## src/rtl/imem_fetch_sequencer.sv

```systemverilog
// Instruction fetch sequencer: owns the PC, fetches one word per cycle from a
// combinational instruction memory, queues {pc, instr} and hands them to decode
// over valid/ready. Supports start, branch redirect with flush, and halt on a
// sentinel instruction word.
module imem_fetch_sequencer #(
  parameter int                ADDR_W    = 10,
  parameter int                DATA_W    = 32,
  parameter int                DEPTH     = 2,
  parameter logic [DATA_W-1:0] HALT_WORD = 32'hFFFF_FFFF
) (
  input  logic              clk,
  input  logic              rst_n,
  input  logic              start,
  input  logic [ADDR_W-1:0] start_pc,
  output logic [ADDR_W-1:0] imem_addr,
  input  logic [DATA_W-1:0] imem_data,
  input  logic              redirect_valid,
  input  logic [ADDR_W-1:0] redirect_pc,
  output logic              out_valid,
  input  logic              out_ready,
  output logic [DATA_W-1:0] out_instr,
  output logic [ADDR_W-1:0] out_pc,
  output logic              halted,
  output logic [15:0]       fetch_count
);

  localparam int PTR_W = $clog2(DEPTH);
  localparam int CNT_W = PTR_W + 1;

  typedef enum logic [1:0] {S_IDLE, S_FETCH, S_HALTED} state_t;

  state_t                         state, state_nxt;
  logic [ADDR_W-1:0]              fetch_pc, fetch_pc_nxt;
  logic [DEPTH-1:0][DATA_W-1:0]   instr_q;
  logic [DEPTH-1:0][ADDR_W-1:0]   pc_q;
  logic [PTR_W-1:0]               rd_ptr, wr_ptr, rd_nxt;
  logic [CNT_W-1:0]               count, cnt_nxt;
  logic                           redirect, full, pop, push;
  logic [DATA_W-1:0]              head_instr;
  logic [ADDR_W-1:0]              head_pc;

  assign imem_addr = fetch_pc;
  assign out_valid = (count != '0);
  assign halted    = (state == S_HALTED);

  // Redirect wins over everything; a pop in a redirect cycle is discarded.
  assign redirect = redirect_valid && (state != S_IDLE);
  assign full     = (count == CNT_W'(DEPTH));
  assign pop      = out_valid && out_ready && !redirect;
  assign push     = (state == S_FETCH) && !redirect && (!full || pop);

  // Next-state and next fetch address.
  always_comb begin
    state_nxt    = state;
    fetch_pc_nxt = fetch_pc;
    case (state)
      S_IDLE: begin
        if (start) begin
          state_nxt    = S_FETCH;
          fetch_pc_nxt = start_pc;
        end
      end
      S_FETCH, S_HALTED: begin
        if (redirect) begin
          state_nxt    = S_FETCH;
          fetch_pc_nxt = redirect_pc;
        end else if (push) begin
          fetch_pc_nxt = fetch_pc + ADDR_W'(1);
          if (imem_data == HALT_WORD) state_nxt = S_HALTED;
        end
      end
      default: state_nxt = S_IDLE;
    endcase
  end

  // State and PC registers.
  always_ff @(posedge clk or negedge rst_n) begin
    if (!rst_n) begin
      state    <= S_IDLE;
      fetch_pc <= '0;
    end else begin
      state    <= state_nxt;
      fetch_pc <= fetch_pc_nxt;
    end
  end

  // Next head of queue: a word pushed into an (effectively) empty queue is
  // bypassed straight into the head registers so latency stays one cycle.
  always_comb begin
    rd_nxt  = rd_ptr + PTR_W'(pop);
    cnt_nxt = redirect ? '0 : (count + CNT_W'(push) - CNT_W'(pop));
    if (push && (wr_ptr == rd_nxt)) begin
      head_instr = imem_data;
      head_pc    = fetch_pc;
    end else begin
      head_instr = instr_q[rd_nxt];
      head_pc    = pc_q[rd_nxt];
    end
  end

  // Queue storage and pointers; redirect flushes by resetting pointers.
  always_ff @(posedge clk or negedge rst_n) begin
    if (!rst_n) begin
      instr_q <= '0;
      pc_q    <= '0;
      rd_ptr  <= '0;
      wr_ptr  <= '0;
      count   <= '0;
    end else if (redirect) begin
      rd_ptr <= '0;
      wr_ptr <= '0;
      count  <= '0;
    end else begin
      if (push) begin
        instr_q[wr_ptr] <= imem_data;
        pc_q[wr_ptr]    <= fetch_pc;
        wr_ptr          <= wr_ptr + PTR_W'(1);
      end
      if (pop) rd_ptr <= rd_nxt;
      count <= cnt_nxt;
    end
  end

  // Registered head outputs; they hold their last value while empty.
  always_ff @(posedge clk or negedge rst_n) begin
    if (!rst_n) begin
      out_instr <= '0;
      out_pc    <= '0;
    end else if (cnt_nxt != '0) begin
      out_instr <= head_instr;
      out_pc    <= head_pc;
    end
  end

  // Saturating push counter, survives redirect.
  always_ff @(posedge clk or negedge rst_n) begin
    if (!rst_n) fetch_count <= '0;
    else if (push && (fetch_count != 16'hFFFF)) fetch_count <= fetch_count + 16'd1;
  end

endmodule

```

## config.mk

```make
export PLATFORM = sky130hd
export DESIGN_NAME = imem_fetch_sequencer
export DESIGN_NICKNAME = d
export VERILOG_FILES = /design/src/rtl/imem_fetch_sequencer.sv
export SDC_FILE = /design/constraint.sdc
export NUM_CORES = 1
export LEC_CHECK = 0
export ABC_AREA = 1
export CORE_MARGIN = 3
export CORE_UTILIZATION = 54
export CTS_CLUSTER_DIAMETER = 30
export CTS_CLUSTER_SIZE = 24
export DETAILED_ROUTE_END_ITERATION = 8
export GPL_ROUTABILITY_DRIVEN = 0
export PLACE_DENSITY = 0.8
export SETUP_SLACK_MARGIN = 0.4
export SKIP_CTS_REPAIR_TIMING = 1
export SYNTH_ARGS = -nofsm -noshare
export SYNTH_HDL_FRONTEND = slang
export SYNTH_SLANG_ARGS = --single-unit
```

## constraint.sdc

```tcl
create_clock -name clk -period 2.6 [get_ports clk]
set_input_delay 0.52 -clock clk [delete_from_list [all_inputs] [get_ports clk]]
set_output_delay 0.52 -clock clk [all_outputs]
set_load 0.05 [all_outputs]
```

==> metrics.csv, run 1 <==
stage,metric,value,unit
status,outcome,"finished, final reports clean",
floorplanning,FP Rows,43,
global_route,antenna violations before repair,0,
cells_and_area,ANT cells,0,
critical_path,Worst Setup End Kind,register,
synthesis,Synth Area in Compound Gates,0.1023,
critical_path,reg-to-reg startpoint,state[0],
route,DRT antenna net count,0,
cells_and_area,nets,1198,
floorplanning,Starting Density,0.5611,
critical_path,Worst R2R End,out_instr[15],
synthesis,post-synthesis cell type count,36,
route,total routed wirelength,20.71,mm
synthesis,Synth Register Bits,158,
synthesis,post-synthesis xor/xnor area fraction,0.01986,
placed_design,Placed Cells,1284,
critical_path,internal reg-to-reg setup slack,0.30,ns
timing,Rel. slew slack,0.6052,
synthesis,Yosys warnings,0,
route,DR DRC count,0,
critical_path,critical path type,register to register,
route,routed vias/inst,5.424,
timing,Fin Hold WS,0.09131,ns
cells_and_area,most frequent cells in the layout,"314 x nand2_1, 158 x dfrtp_1, 107 x nand3_1",
synthesis,post-synth net total,1071,
cells_and_area,"commonest non-fill, non-tap cell in the layout",nand2_1,
timing,Setup TNS,0,ns
cells_and_area,Area growth syn-to-layout,31.18,%
floorplanning,die width,127.3,um
global_route,Overflow after GRT,0,
critical_path,CP startpoint kind,register,
critical_path,"critical path fanouts, max",7,
synthesis,register area share after synthesis,0.4980,
synthesis,post-synthesis simple-gate area fraction,0.2737,
synthesis,mapped cell area,7940,um^2
synthesis,Post-synth EDFFs,0,
placed_design,pre-CTS worst setup slack,-0.003080,ns
worst_hold_path,HP Class,primary input to asynchronous set/reset pin,
synthesis,Syn Area/Cell,7.893,um^2
global_route,GRT Util Overall,0.2537,
placed_design,PortBufs,126,
floorplanning,I/O Pins,127,
synthesis,largest family of logic cells by synthesized area,simple AND/OR/NAND/NOR gates,
synthesis,Async SR Flop Fraction,1.000,
synthesis,mux share of post-synthesis cell area,0,
timing,Worst Clk Skew,0.003846,ns
cts,Root Buffer,clkbuf_16,
global_route,vias in the first global route,6906,
cts,clk sinks,158,
floorplanning,Die Height,127.3,um
timing,crit path time final,2.303,ns
cts,H-tree Lvls,4,
route,DR WL/cell,15.62,um
power,maximum VDD drop,0.8904,mV
cells_and_area,fillers,997,
cts,CTS tree,built,
placed_design,DP HPWL,12.65,mm
route,vias,7192,
timing,Slew Limit Fails,0,
power,PwrDens,1626,nW/um^2
floorplanning,die area,16200,um^2
cells_and_area,non-filler instance count after layout,1326,
timing,Fin. Hold Viols,0,
synthesis,post-synthesis adder-cell area fraction,0.01261,
cells_and_area,design area,10420,um^2
global_route,first-pass GRT wire length,33.71,mm
critical_path,critical path arrival,2.61,ns
timing,fmax,434.2,MHz
route,DRT Pass-1 Iters,5,
cts,worst skew pair latency,0.42,ns
timing,RSZ-0062 raised after global routing,yes,
synthesis,Post-synth top flop,dfrtp_1,
power,Leakage,0.005389,uW
placed_design,placed instance area,9472,um^2
global_route,pin count of the biggest net entering global routing,85,
floorplanning,Core Region,14150,um^2
cts,CTS buffer count,17,
critical_path,reg2reg path depth,17,
cells_and_area,share of layout cells above drive strength 1,0.1056,
timing,Setup WS post-layout,0.2971,ns
critical_path,CP required,2.91,ns
run,Max-Cap Viols,0,
cts,"CTS clk-pin slew, worst paths",0.06,ns
timing,Slew @ Worst Pin,0.5923,ns
cts,worst-case clock buffer depth,2,
synthesis,Post-Synthesis Cells,1006,
timing,final worst-path cycle share,0.8857,
timing,setup violators final,0,
route,DRT iter0 DRCs,720,
-- synth_stat cells, types with 9 or more instances --
cell type / number / area share
buf_2: 21 / 0.013
buf_6: 9 / 0.013
clkbuf_1: 10 / 0.0047
dfrtp_1: 158 / 0.50
inv_1: 108 / 0.051
nand2_1: 334 / 0.16
nand3_1: 107 / 0.067
nor2_1: 21 / 0.0099
nor3_1: 9 / 0.0057
o21ai_0: 82 / 0.052
o21ai_1: 60 / 0.038
xor2_1: 11 / 0.012
-- critical path: stages, from the launching register on --
cell and delay (ns):
dfrtp_1 0.40, inv_2 0.08, ha_4 0.17, inv_4 0.06, nand2_4 0.08, nand3_4 0.10, inv_4 0.04, ha_4 0.25
inv_2 0.04, ha_4 0.14, inv_2 0.04, or2_1 0.10, nand3_2 0.12, nand2_8 0.16, clkinv_8 0.11, clkbuf_16 0.18
nand2_1 0.05, nand2_1 0.06
-- layout make-up --
| cell class | count | area [um^2] | area share |
|---|---|---|---|
| flip-flops and latches | 158 | 3954 | 0.3796 |
| well taps | 180 | 225.2 | 0.02162 |
| clock buffers | 18 | 439.2 | 0.04216 |
| clock inverters | 14 | 191.4 | 0.01838 |
| repair buffers | 159 | 1815 | 0.1743 |
| inverters | 115 | 451.7 | 0.04336 |
| multi-input cells | 682 | 3339 | 0.3206 |
-- per-layer routing --
metal	vias to the layer above	part of all wire	global-route usage
li1	3463	-	-
met1	3410	0.43	0.3410
met2	270	0.49	0.4181
met3	49	0.062	0.05268
met4	0	0.024	0.07508
met5	-	0	0
-- state kept, by name, indices dropped and copies added (netlist names) --
signal and cells:
instr_q 64, out_instr 32, pc_q 20, fetch_count 16, imem_addr 10, out_pc 10
count 2, state 2, rd_ptr 1, wr_ptr 1
-- where the power goes --
group / switching, uW / internal [uW]
combinational: 6160 / 3760
sequential: 738 / 3620
clock: 1040 / 1630
-- kinds of logic (layout without fill, tap and decap cells) --
family                     Yosys count  in the layout
adders and majority gates            8              8
DFF                                158            158
and+or+nand+nor                    501            501
xor gates and xnor gates            18             18
buffers and inverters              166            306
AOI/OAI and AO/OA                  155            155
-- stage by stage --
stage | power, uW | util
after CTS | 15970 | 0.7139
final | 16930 | 0.7361
after global routing | 18090 | 0.7361
after floorplan | 10730 | -
after global placement | 12950 | 0.6694
after detailed placement | 13210 | 0.6694
-- worst max-delay path by stage --
stage               startpoint             to  slack [ns]  depth (start not counted)
global placement     out_ready   out_instr[7]        0.05                         15
detailed placement   out_ready  out_instr[22]      -0.003                         14
finish                state[0]  out_instr[15]        0.30                         17
global route          state[0]   out_instr[2]        0.21                         17
floorplan             state[1]   out_instr[0]        0.40                         17
CTS                   state[0]         halted        0.19                          3
Power figures use the tool's default switching activity.
==> inputs of run 2 (changes only) <==
--- a/config.mk
+++ b/config.mk
@@ -13,6 +13,7 @@
 export DETAILED_ROUTE_END_ITERATION = 8
 export GPL_ROUTABILITY_DRIVEN = 0
 export PLACE_DENSITY = 0.8
+export REMOVE_ABC_BUFFERS = 1
 export SETUP_SLACK_MARGIN = 0.4
 export SKIP_CTS_REPAIR_TIMING = 1
 export SYNTH_ARGS = -nofsm -noshare
==> metrics.csv, run 2 (synthesis gave the netlist of run 1 again) <==
stage,metric,value,unit,change
floorplanning,I/O Pins,127,,unchanged
timing,crit path time final,2.304,ns,+0.001312 ns
timing,Worst Clk Skew,0.007876,ns,+0.004030 ns
critical_path,"critical path fanouts, max",8,,+1
critical_path,critical path type,register to register,,
cts,H-tree Lvls,4,,unchanged
cells_and_area,most frequent cells in the layout,"293 x nand2_1, 158 x dfrtp_1, 103 x inv_1",,
route,DR WL/cell,15.98,um,+2.3%
route,DR DRC count,0,,unchanged
cts,CTS buffer count,17,,unchanged
critical_path,reg-to-reg startpoint,state[1],,
cells_and_area,non-filler instance count after layout,1329,,+0.23%
cts,worst-case clock buffer depth,2,,unchanged
route,vias,7264,,+1.0%
global_route,Overflow after GRT,0,,unchanged
critical_path,CP startpoint kind,register,,
timing,final worst-path cycle share,0.8862,,about the same
placed_design,Placed Cells,1284,,unchanged
critical_path,reg2reg path depth,17,,unchanged
placed_design,placed instance area,9417,um^2,-0.58%
route,DRT antenna net count,0,,unchanged
critical_path,internal reg-to-reg setup slack,0.30,ns,about the same
global_route,first-pass GRT wire length,32.04,mm,-5.0%
placed_design,PortBufs,126,,unchanged
cts,CTS tree,built,,
timing,fmax,434.0,MHz,about the same
floorplanning,die area,16200,um^2,unchanged
cells_and_area,Area growth syn-to-layout,34.73,%,
floorplanning,Die Height,127.3,um,unchanged
cells_and_area,"commonest non-fill, non-tap cell in the layout",nand2_1,,
cells_and_area,share of layout cells above drive strength 1,0.1393,,+0.03367
cts,Root Buffer,clkbuf_16,,
run,Max-Cap Viols,0,,unchanged
worst_hold_path,HP Class,primary input to asynchronous set/reset pin,,
critical_path,critical path arrival,2.62,ns,about the same
placed_design,DP HPWL,12.32,mm,-2.6%
status,outcome,"finished, final reports clean",,
cells_and_area,nets,1201,,+0.25%
route,total routed wirelength,21.23,mm,+2.5%
critical_path,Worst Setup End Kind,register,,
cells_and_area,max reg flops,64,,unchanged
critical_path,CP startpoint,state[1],,
floorplanning,FP Rows,43,,unchanged
timing,RSZ-0062 raised after global routing,yes,,
cts,"CTS clk-pin slew, worst paths",0.06,ns,about the same
timing,Slew @ Worst Pin,0.5607,ns,-0.03160 ns
route,DRT Pass-1 Iters,7,,+2
cells_and_area,ANT cells,0,,unchanged
timing,Rel. slew slack,0.6251,,+0.01990
floorplanning,Starting Density,0.5611,,unchanged
global_route,antenna violations before repair,0,,unchanged
cells_and_area,top flop regs,"instr_q: 64 flops, out_instr: 32 flops, pc_q: 20 flops",,
floorplanning,die width,127.3,um,unchanged
cts,clk sinks,158,,unchanged
critical_path,CP required,2.91,ns,about the same
floorplanning,Core Region,14150,um^2,unchanged
cts,worst skew pair latency,0.43,ns,about the same
critical_path,Worst setup endpoint,out_instr[12],,
timing,setup violators final,0,,unchanged
timing,Fin. Hold Viols,0,,unchanged
global_route,pin count of the biggest net entering global routing,85,,unchanged
global_route,vias in the first global route,6617,,-4.2%
route,DRT iter0 DRCs,662,,-8.1%
cells_and_area,design area,10700,um^2,+2.7%
timing,Slew Limit Fails,0,,unchanged
cells_and_area,Largest Register,instr_q,,
critical_path,Worst R2R End,out_instr[12],,
global_route,GRT Util Overall,0.2436,,-0.01012
route,routed vias/inst,5.466,,+0.77%
## run 2: per-stage QoR
| stage | setup TNS, ns | hold WS [ns] | setup slack (ns) | utilization |
|---|---|---|---|---|
| 3_3_place_gp | -0.2423 | 0.4630 | -0.01111 | 0.6655 |
| 2_1_floorplan | 0 | 0.2244 | 0.01295 | - |
| 5_1_grt | 0 | 0.06449 | 0.2001 | 0.7560 |
| 3_5_place_dp | -1.812 | 0.4647 | -0.06902 | 0.6655 |
| 4_1_cts | 0 | 0.05003 | 0.1155 | 0.7136 |
| 6_report | 0 | 0.03553 | 0.2958 | 0.7560 |
## run 2: worst min path at each step
stage                     depth (start not counted)  slack (ns)            end
after floorplan                                   0        0.22       count[0]
after global placement                            2        0.46  out_instr[31]
after detailed placement                          2        0.46   out_instr[2]
after CTS                                         1        0.05    instr_q[20]
after global routing                              1        0.06    instr_q[20]
final                                             1        0.04    instr_q[21]
## run 2: layer usage
layer  wire [um]  share of wire  up-vias  global-route usage
met5           0              0        -                   0
met4         461          0.022        0             0.07319
met3        1523          0.072       43             0.05017
met2       10410           0.49      271              0.3927
met1        8838           0.42     3485              0.3350
li1            -              -     3465                   -
## run 2: layout make-up
type	instances	area, um^2
sequential	158	3954
multi-input combinational	682	3525
fill	985	3452
timing repair buffer	161	1851
clock buffer	21	470.5
inverter	115	451.7
tap	180	225.2
clock inverter	11	210.2
timing repair inverter	1	11.26
## run 2: critical path: stages, from the launching register on
cell	delay, ns
dfrtp_1	0.39
inv_2	0.07
ha_4	0.17
inv_4	0.06
nand2_4	0.06
nand3_4	0.07
inv_2	0.05
ha_4	0.25
inv_2	0.03
ha_2	0.16
inv_2	0.07
or2_4	0.13
nand3_4	0.09
nand2_8	0.18
clkinv_8	0.11
clkbuf_16	0.19
nand2_2	0.05
nand2_1	0.05
Power of run 2 is left out: the tool's default activity adds up to more than one toggle a clock period on the data nets, which glitch-free logic cannot reach.
